==> config.mk <==
export PLATFORM = sky130hd
export DESIGN_NAME = td4_sequencer
export DESIGN_NICKNAME = d
export VERILOG_FILES = /design/src/rtl/td4_pkg.sv /design/src/rtl/td4_decode.sv /design/src/rtl/td4_sequencer.sv
export SDC_FILE = /design/constraint.sdc
export NUM_CORES = 1
export LEC_CHECK = 0
export ABC_AREA = 1
export BUFFER_PORTS_ARGS = -buffer_cell sky130_fd_sc_hd__buf_4
export CORE_AREA = 3 3 48 67
export CTS_BUF_LIST = sky130_fd_sc_hd__clkbuf_8
export CTS_CLUSTER_DIAMETER = 60
export DETAILED_ROUTE_END_ITERATION = 10
export DIE_AREA = 0 0 51 70
export GPL_TIMING_DRIVEN = 0
export PLACE_DENSITY_LB_ADDON = 0.2
export SLEW_MARGIN = 30
export SYNTH_ARGS = -nofsm -noshare
export SYNTH_HDL_FRONTEND = slang
export SYNTH_HIERARCHICAL = 1
export SYNTH_SLANG_ARGS = --single-unit
==> constraint.sdc <==
create_clock -name clk -period 2.86 [get_ports clk]
set_clock_uncertainty 0.15 [all_clocks]
set_input_delay 0.572 -clock clk [delete_from_list [all_inputs] [get_ports clk]]
set_output_delay 0.572 -clock clk [all_outputs]
set_load 0.01 [all_outputs]
==> src/rtl/td4_pkg.sv <==
// Shared definitions for the TD4 fetch/execute sequencer: widths, opcodes,
// FSM encoding and the decoder's operand/destination selects.
package td4_pkg;

  localparam int unsigned ADDR_W_DEF = 4;
  localparam int unsigned DATA_W_DEF = 4;
  localparam int unsigned OP_W       = 4;

  localparam logic [OP_W-1:0] OP_ADD_A   = 4'b0000;
  localparam logic [OP_W-1:0] OP_MOV_A_B = 4'b0001;
  localparam logic [OP_W-1:0] OP_IN_A    = 4'b0010;
  localparam logic [OP_W-1:0] OP_MOV_A   = 4'b0011;
  localparam logic [OP_W-1:0] OP_MOV_B_A = 4'b0100;
  localparam logic [OP_W-1:0] OP_ADD_B   = 4'b0101;
  localparam logic [OP_W-1:0] OP_IN_B    = 4'b0110;
  localparam logic [OP_W-1:0] OP_MOV_B   = 4'b0111;
  localparam logic [OP_W-1:0] OP_OUT_B   = 4'b1001;
  localparam logic [OP_W-1:0] OP_OUT_IM  = 4'b1011;
  localparam logic [OP_W-1:0] OP_JNC     = 4'b1110;
  localparam logic [OP_W-1:0] OP_JMP     = 4'b1111;

  typedef enum logic [1:0] {
    ST_IDLE  = 2'd0,
    ST_FETCH = 2'd1,
    ST_EXEC  = 2'd2
  } state_e;

  // Source for the ALU dat_in operand
  typedef enum logic [1:0] {
    SEL_A_ZERO  = 2'd0,
    SEL_A_REG_A = 2'd1,
    SEL_A_REG_B = 2'd2,
    SEL_A_IN    = 2'd3
  } sel_a_e;

  // Source for the ALU imdata operand
  typedef enum logic {
    SEL_B_ZERO = 1'b0,
    SEL_B_IMM  = 1'b1
  } sel_b_e;

  typedef enum logic [2:0] {
    DST_NONE = 3'd0,
    DST_A    = 3'd1,
    DST_B    = 3'd2,
    DST_OUT  = 3'd3,
    DST_PC   = 3'd4
  } dst_e;

endpackage

==> src/rtl/td4_decode.sv <==
// Combinational TD4 instruction decoder: opcode and carry flag to ALU operand
// selects, writeback destination, jump decision and undefined-opcode flag.
module td4_decode
  import td4_pkg::*;
(
  input  logic [OP_W-1:0] opcode,
  input  logic            c,
  output sel_a_e          sel_a,
  output sel_b_e          sel_b,
  output dst_e            dst,
  output logic            jump_taken,
  output logic            illegal
);

  always_comb begin
    sel_a      = SEL_A_ZERO;
    sel_b      = SEL_B_ZERO;
    dst        = DST_NONE;
    jump_taken = 1'b0;
    illegal    = 1'b0;
    case (opcode)
      OP_ADD_A: begin
        sel_a = SEL_A_REG_A;
        sel_b = SEL_B_IMM;
        dst   = DST_A;
      end
      OP_ADD_B: begin
        sel_a = SEL_A_REG_B;
        sel_b = SEL_B_IMM;
        dst   = DST_B;
      end
      OP_MOV_A: begin
        sel_b = SEL_B_IMM;
        dst   = DST_A;
      end
      OP_MOV_B: begin
        sel_b = SEL_B_IMM;
        dst   = DST_B;
      end
      OP_MOV_A_B: begin
        sel_a = SEL_A_REG_B;
        dst   = DST_A;
      end
      OP_MOV_B_A: begin
        sel_a = SEL_A_REG_A;
        dst   = DST_B;
      end
      OP_IN_A: begin
        sel_a = SEL_A_IN;
        dst   = DST_A;
      end
      OP_IN_B: begin
        sel_a = SEL_A_IN;
        dst   = DST_B;
      end
      OP_OUT_IM: begin
        sel_b = SEL_B_IMM;
        dst   = DST_OUT;
      end
      OP_OUT_B: begin
        sel_a = SEL_A_REG_B;
        dst   = DST_OUT;
      end
      OP_JMP: begin
        sel_b      = SEL_B_IMM;
        dst        = DST_PC;
        jump_taken = 1'b1;
      end
      // Conditional on the carry left by the previous instruction
      OP_JNC: begin
        sel_b      = SEL_B_IMM;
        jump_taken = ~c;
        dst        = c ? DST_NONE : DST_PC;
      end
      default: illegal = 1'b1;
    endcase
  end

endmodule

==> src/rtl/td4_sequencer.sv <==
// TD4 fetch/execute controller: fetches over a req/ack ROM handshake, executes
// each instruction in one cycle through the external ALU and holds A, B, OUT, PC, C.
module td4_sequencer
  import td4_pkg::*;
#(
  parameter int unsigned ADDR_W = ADDR_W_DEF,
  parameter int unsigned DATA_W = DATA_W_DEF
) (
  input  logic                   clk,
  input  logic                   n_reset,
  input  logic                   run,
  output logic                   rom_req,
  output logic [ADDR_W-1:0]      rom_addr,
  input  logic                   rom_ack,
  input  logic [OP_W+DATA_W-1:0] rom_data,
  input  logic [DATA_W-1:0]      in_port,
  output logic [DATA_W-1:0]      out_port,
  output logic [DATA_W-1:0]      alu_dat_in,
  output logic [DATA_W-1:0]      alu_imdata,
  input  logic [DATA_W-1:0]      alu_dat_out,
  input  logic                   alu_carry,
  output logic                   retire,
  output logic                   illegal
);

  localparam int unsigned INSTR_W = OP_W + DATA_W;

  state_e              state_q, state_d;
  logic [ADDR_W-1:0]   pc_q, pc_d;
  logic [DATA_W-1:0]   a_q, a_d;
  logic [DATA_W-1:0]   b_q, b_d;
  logic [DATA_W-1:0]   out_q, out_d;
  logic                c_q, c_d;
  logic [INSTR_W-1:0]  ir_q, ir_d;

  logic [OP_W-1:0]     ir_op;
  logic [DATA_W-1:0]   ir_imm;
  logic                exec;
  sel_a_e              sel_a;
  sel_b_e              sel_b;
  dst_e                dst;
  logic                jump_taken;
  logic                dec_illegal;
  logic [DATA_W-1:0]   dat_in_c;
  logic [DATA_W-1:0]   imdata_c;

  assign ir_op  = ir_q[INSTR_W-1 -: OP_W];
  assign ir_imm = ir_q[DATA_W-1:0];
  assign exec   = (state_q == ST_EXEC);

  td4_decode u_decode (
    .opcode     (ir_op),
    .c          (c_q),
    .sel_a      (sel_a),
    .sel_b      (sel_b),
    .dst        (dst),
    .jump_taken (jump_taken),
    .illegal    (dec_illegal)
  );

  // ALU operands are only live during EXEC so the adder sees zeros otherwise
  always_comb begin
    dat_in_c = '0;
    imdata_c = '0;
    if (exec) begin
      case (sel_a)
        SEL_A_REG_A: dat_in_c = a_q;
        SEL_A_REG_B: dat_in_c = b_q;
        SEL_A_IN:    dat_in_c = in_port;
        default:     dat_in_c = '0;
      endcase
      if (sel_b == SEL_B_IMM) begin
        imdata_c = ir_imm;
      end
    end
  end

  // Next-state and writeback
  always_comb begin
    state_d = state_q;
    pc_d    = pc_q;
    a_d     = a_q;
    b_d     = b_q;
    out_d   = out_q;
    c_d     = c_q;
    ir_d    = ir_q;
    case (state_q)
      ST_IDLE: begin
        if (run) begin
          state_d = ST_FETCH;
        end
      end
      ST_FETCH: begin
        if (rom_ack) begin
          ir_d    = rom_data;
          state_d = ST_EXEC;
        end
      end
      ST_EXEC: begin
        state_d = run ? ST_FETCH : ST_IDLE;
        pc_d    = jump_taken ? ADDR_W'(alu_dat_out) : pc_q + ADDR_W'(1);
        if (!dec_illegal) begin
          c_d = alu_carry;
        end
        case (dst)
          DST_A:   a_d   = alu_dat_out;
          DST_B:   b_d   = alu_dat_out;
          DST_OUT: out_d = alu_dat_out;
          default: ;
        endcase
      end
      default: state_d = ST_IDLE;
    endcase
  end

  always_ff @(posedge clk or negedge n_reset) begin
    if (!n_reset) begin
      state_q <= ST_IDLE;
      pc_q    <= '0;
      a_q     <= '0;
      b_q     <= '0;
      out_q   <= '0;
      c_q     <= 1'b0;
      ir_q    <= '0;
    end else begin
      state_q <= state_d;
      pc_q    <= pc_d;
      a_q     <= a_d;
      b_q     <= b_d;
      out_q   <= out_d;
      c_q     <= c_d;
      ir_q    <= ir_d;
    end
  end

  assign rom_req    = (state_q == ST_FETCH);
  assign rom_addr   = pc_q;
  assign out_port   = out_q;
  assign alu_dat_in = dat_in_c;
  assign alu_imdata = imdata_c;
  assign retire     = exec;
  assign illegal    = exec & dec_illegal;

endmodule
# --- Yosys cells after proc, flatten, opt, wreduce, memory -nomap -nowiden ---
# Cells that the tools add are included.
totals:
  reg_bits: 27
  in_bits: 21
  output_inout_bits: 19
classes:
  n_addsub: 1
  eq_ne: 21
  n_mux: 15
  bitwise_logic: 2
  n_reduce_logical: 16
ops:
  columns: ["cell", "n"]
  rows:
  - ["4-bit by 3-bit == test with 1-bit output (second input constant)", 4]
  - ["4-bit == test (second input constant)", 4]
  - ["4-bit two-way mux", 4]
  - ["3-bit case mux with 5 select lines", 1]
  - ["2-bit case mux with 3 select lines", 2]
  - ["4-bit case mux with 3 select lines", 1]
  - ["2-bit AND reduction", 6]
  - ["12-bit OR reduction", 1]
  - ["4-bit by 2-bit == test with 1-bit output (second input constant)", 2]
  - ["4-bit OR reduction", 2]
  - ["7-bit OR reduction", 1]
  - ["2-bit == test (second input constant)", 3]
  - ["3-bit by 2-bit == test with 1-bit output (second input constant)", 2]
  - ["2-bit OR reduction", 3]
  - ["4-bit by 1-bit adder with 4-bit output (second input constant)", 1]
  - ["2-bit by 1-bit == test with 1-bit output (second input constant)", 2]
  - ["4-bit by 1-bit == test with 1-bit output (second input constant)", 1]
  - ["4-bit logical NOT", 1]
  - ["2-bit two-way mux", 2]
  - ["3-bit by 1-bit == test with 1-bit output (second input constant)", 1]
  - ["1-bit two-way mux", 3]
  - ["3-bit two-way mux", 1]
  - ["3-bit OR reduction", 1]
  - ["2-bit logical NOT", 1]
  - ["other kinds (5)", 5]

# --- Longest topological paths before layout ---
depth:
  word_depth: 6
  ltp_mapped: 9

# --- Modules after synthesis ---
# The synthesis kept the hierarchy.
modules_own_cells:
  columns: ["module", "instances", "cells_per_inst", "area_each_um2", "seq_area_each_um2"]
  rows:
  - ["td4_sequencer", 1, 172, 1310.0, 675.6]
  - ["td4_decode", 1, 22, 101.3, 0.0]

# --- Worst setup path before layout ---
# OpenSTA, ideal clock, no wires.
synth_path:
  path_kind: "register -> output"
  start: "reg ir_q[7]"
  end: "out alu_dat_in[1]"
  t_arrival_ns: 1.172
  setup_slack_ns: 0.966
  path_stages_with_launch: 10
  path_buffers: 1
  path_cell_list: "dfrtp_1 nor2_1 nand2_1 a21boi_1 buf_2 inv_1 nand3_1 nand3_1 nand2_1 inv_1"
synth_between:
  elab_chain_cells: 6
  elab_cells_between_ends: 16
synth_rtl:
  columns: ["element", "line_no", "text"]
  rows:
  - ["start: declaration", "td4_sequencer.sv:34", "logic [INSTR_W-1:0] ir_q, ir_d;"]
  - ["start signal: assignment", "td4_sequencer.sv:132", "ir_q <= ir_d;"]
  - ["4-bit by 3-bit == test with 1-bit output (tied with other cells)", "td4_decode.sv:21", "case (opcode)"]
  - ["3-bit OR reduction (no line) / 2-bit OR reduction (equally long branches)", null, null]
  - ["2-bit case mux with 3 select lines *", "td4_decode.sv:21", null]
  - ["via sel_a[0]", "td4_sequencer.sv:39", "sel_a_e sel_a;"]
  - ["2-bit == test / 2-bit by 1-bit == test with 1-bit output (equally long branches)", "td4_sequencer.sv:66", "case (sel_a)"]
  - ["4-bit case mux with 3 select lines *", "td4_sequencer.sv:66", null]
  - ["4-bit two-way mux *", "td4_sequencer.sv:65", "if (exec) begin"]
  - ["end: declaration", "td4_sequencer.sv:18", "output logic [DATA_W-1:0] alu_dat_in,"]
# Mark *: on every way through the listed nets, which the timed path passes. The rest lies on a longest branch.

# --- Worst setup path after layout ---
layout_path:
  start: "reg ir_q[7]"
  end: "out alu_dat_in[0]"
# Same word-level chain as after synthesis.

==> reports/results.tsv <==
stage	metric	value	unit
place	io_buffers	39	
floorplan	io_pins	40	
setup_path	crit_family	buffers and inverters	
route	num_vias	1326	
logic_synthesis	synth_top_area_frac	0.479	
sta	timing.final.crit_share	0.875	
sta	tightest_slew	0.716	ns
cts	cts.sinks	27	
logic_synthesis	synth.most_common_cell	nand2_1	
route	wl	2.92	mm
sta	period_minus_slack	2.50	ns
pwr	ir_drop	0.488	mV
setup_path	cp-start-kind	register	
floorplan	die_y	70	um
place	dp_hpwl	2.23	mm
final_layout	drive_above_1_share	0.219	
global_routing	grt_pass1_wl	5.29	mm
place	gp_congestion	0.772	
cts	cts_tree	done	
global_routing	grt_max_degree	28	
setup_path	worstSetupPathType	register to output port	
setup_path	reg2reg_slack	0.92	ns
logic_synthesis	synthTopCellsByArea	dfrtp_1, nand2_1, nand3_1, inv_1, o21ai_0	
route	wl_met3	123	um
cts	htreeDepth	1	
cts	clk_latency	0.27	ns
setup_path	critPathMaxStageDelay	0.46	ns
sta	maxSlewViolCount	0	
place	pre_cts_slack	0.683	ns
logic_synthesis	syn_inst	194	
cts	hold_buffers	0	
setup_path	worstPathMaxFanout	9	
logic_synthesis	muxShareOfSynthArea	0	
route	vias_per_cell	4.86	
worst_hold_path	hp-class	input pin to async pin	
pwr	p_leak	1.00	nW
final_layout	nets	260	
final_layout	final_util	0.672	
logic_synthesis	ys_seq_elements	27	
logic_synthesis	synth_edf_count	0	
place	place_inst	269	
route	drc	0	
route	drt_iter0_drc	30	
global_routing	antenna_found_initial	0	
logic_synthesis	synth_compound_area_frac	0.0816	
logic_synthesis	synthFlopType	dfrtp_1	
setup_path	cp.required	2.14	ns
logic_synthesis	synth_xor_area_frac	0	
logic_synthesis	syn_area	1410	um2
pwr	power.density	857	nW/um2
sta	rsz0062_at_grt	false	
logic_synthesis	avgSynthCellArea	7.28	um2
logic_synthesis	yosys_warnings	6	
cts	cts_resized	0	
logic_synthesis	synth_common_cells	nand2_1, dfrtp_1, nand3_1	
global_routing	grt-ovfl-total	0	
logic_synthesis	synth_top_family_by_area	simple AND/OR/NAND/NOR gates	
floorplan	dieArea	3570	um2
logic_synthesis	synthDistinctLibCells	18	
logic_synthesis	seq_area_frac_synth	0.479	
setup_path	end_kind	output port	
final_layout	syn_to_final_growth	27.1	%
cts	path_clk_slew	0.09	ns
cts	postCtsSetupBuffers	0	
final_layout	fin_cells	273	
run	cap_violations	0	
floorplan	rows	22	
setup_path	critPathSlowestCell	dfrtp_1	
floorplan	die_w	51	um
setup_path	cp_data_arrival_time	1.78	ns
sta	slew_headroom	0.520	
sta	fin_ws	0.357	ns
cts	cts_root_buffer	clkbuf_8	
sta	hold_violations	0	
route	routed.top_layer	met4	
floorplan	coreArea	2670	um2
sta	setup_viol	0	
setup_path	path_cells	nor2_1 > nand2_1 > a21boi_1 > buf_2 > inv_1 > nand3_1 > nand3_1 > nand2_1 > inv_1 > buf_4	
cts	cts_buffers	3	
sta	finalSetupTns	0	ns
logic_synthesis	synth_area_leader_cell	dfrtp_1	
setup_path	crit_buf_inv	4	
global_routing	grt_pass1_vias	1328	
route	wl_met2	1.50	mm
route	wl_per_cell	10.7	um
route	first_pass_iters	4	
floorplan	start_util	0.529	
cts	clk_path_buf_depth	2	
sta	fmax	399	MHz
logic_synthesis	syn-num-nets	216	
logic_synthesis	async_flop_share	1.00	
final_layout	antenna_cells	0	
global_routing	grt_usage	0.185	
logic_synthesis	yosys.area_share.adder	0.00887	
run_status	status	complete, no violations	
logic_synthesis	synth-simple-area-share	0.343	
route	postRouteAntennaNets	0	
route	wl_met1	1.23	mm
[flip-flops by register name, indices dropped and copies added (netlist names)]
register	count
ir_q	8
a_q	4
b_q	4
out_port	4
rom_addr	4
state_q	2
c_q	1
[worst paths after layout]
| path | from | end | depth (start not counted) |
|---|---|---|---|
| worst max-delay path | ir_q[7]$_DFFE_PN0P_ | alu_dat_in[0] | 10 |
| worst min-delay path | n_reset | rom_addr[3]$_DFFE_PN0P_ | 1 |
| worst max register to register | ir_q[7]$_DFFE_PN0P_ | rom_addr[2]$_DFFE_PN0P_ | 8 |
| worst min register to register | out_port[2]$_DFFE_PN0P_ | out_port[2]$_DFFE_PN0P_ | 2 |
| max in group asynchronous | n_reset | ir_q[2]$_DFFE_PN0P_ | 1 |
| min in group clk | out_port[2]$_DFFE_PN0P_ | out_port[2]$_DFFE_PN0P_ | 2 |
[metrics by stage]
stage               power, mW  instance area [um2]  hold WS [ns]
detailed placement       1.33                 1750         0.312
CTS                      1.55                 1790        0.0522
global placement         1.32                 1750         0.308
finish                   1.54                 1790        0.0376
floorplan                1.09                 1410         0.126
global route             1.69                 1790        0.0589
[layout by cell type, fill, tap and decap left out]
cell and n:
nand2_1 73, buf_4 39, nand3_1 27, dfrtp_1 27
inv_1 24, o21ai_0 14, nor2_1 11, buf_2 3
inv_2 3, a21oi_1 3, clkbuf_8 3, a211oi_1 2
nor2_4 1, buf_6 1, nand2_2 1, nor3_2 1
nand4_1 1, ha_1 1, o21a_1 1, a21boi_1 1
[final cells by class]
type                            count  area, um2
Tap cell                           36       45.0
Buffer                              4       26.3
Inverter                           26       97.6
Timing Repair Buffer               39        293
Fill cell                         247        876
Sequential cell                    27        676
Clock buffer                        3       41.3
Clock inverter                      1       3.75
Multi-Input combinational cell    137        612
[cell families after synthesis]
family	Yosys count
buffers and inverters	30
AO/OA/AOI/OAI	21
flip-flops	27
adder cells (fa/ha/maj)	1
AND/OR/NAND/NOR	115
[power breakdown]
| part | switching [mW] | internal [mW] |
|---|---|---|
| clock network | 0.117 | 0.0964 |
| logic | 0.367 | 0.288 |
| registers | 0.124 | 0.545 |
| total | 0.607 | 0.930 |
[per-layer routing]
layer	vias up	global-route usage
met3	7	0.0277
met4	0	0.0808
met1	587	0.211
met2	34	0.331
met5	-	0
li1	698	-
No activity file was read; power rests on OpenSTA's default activity.
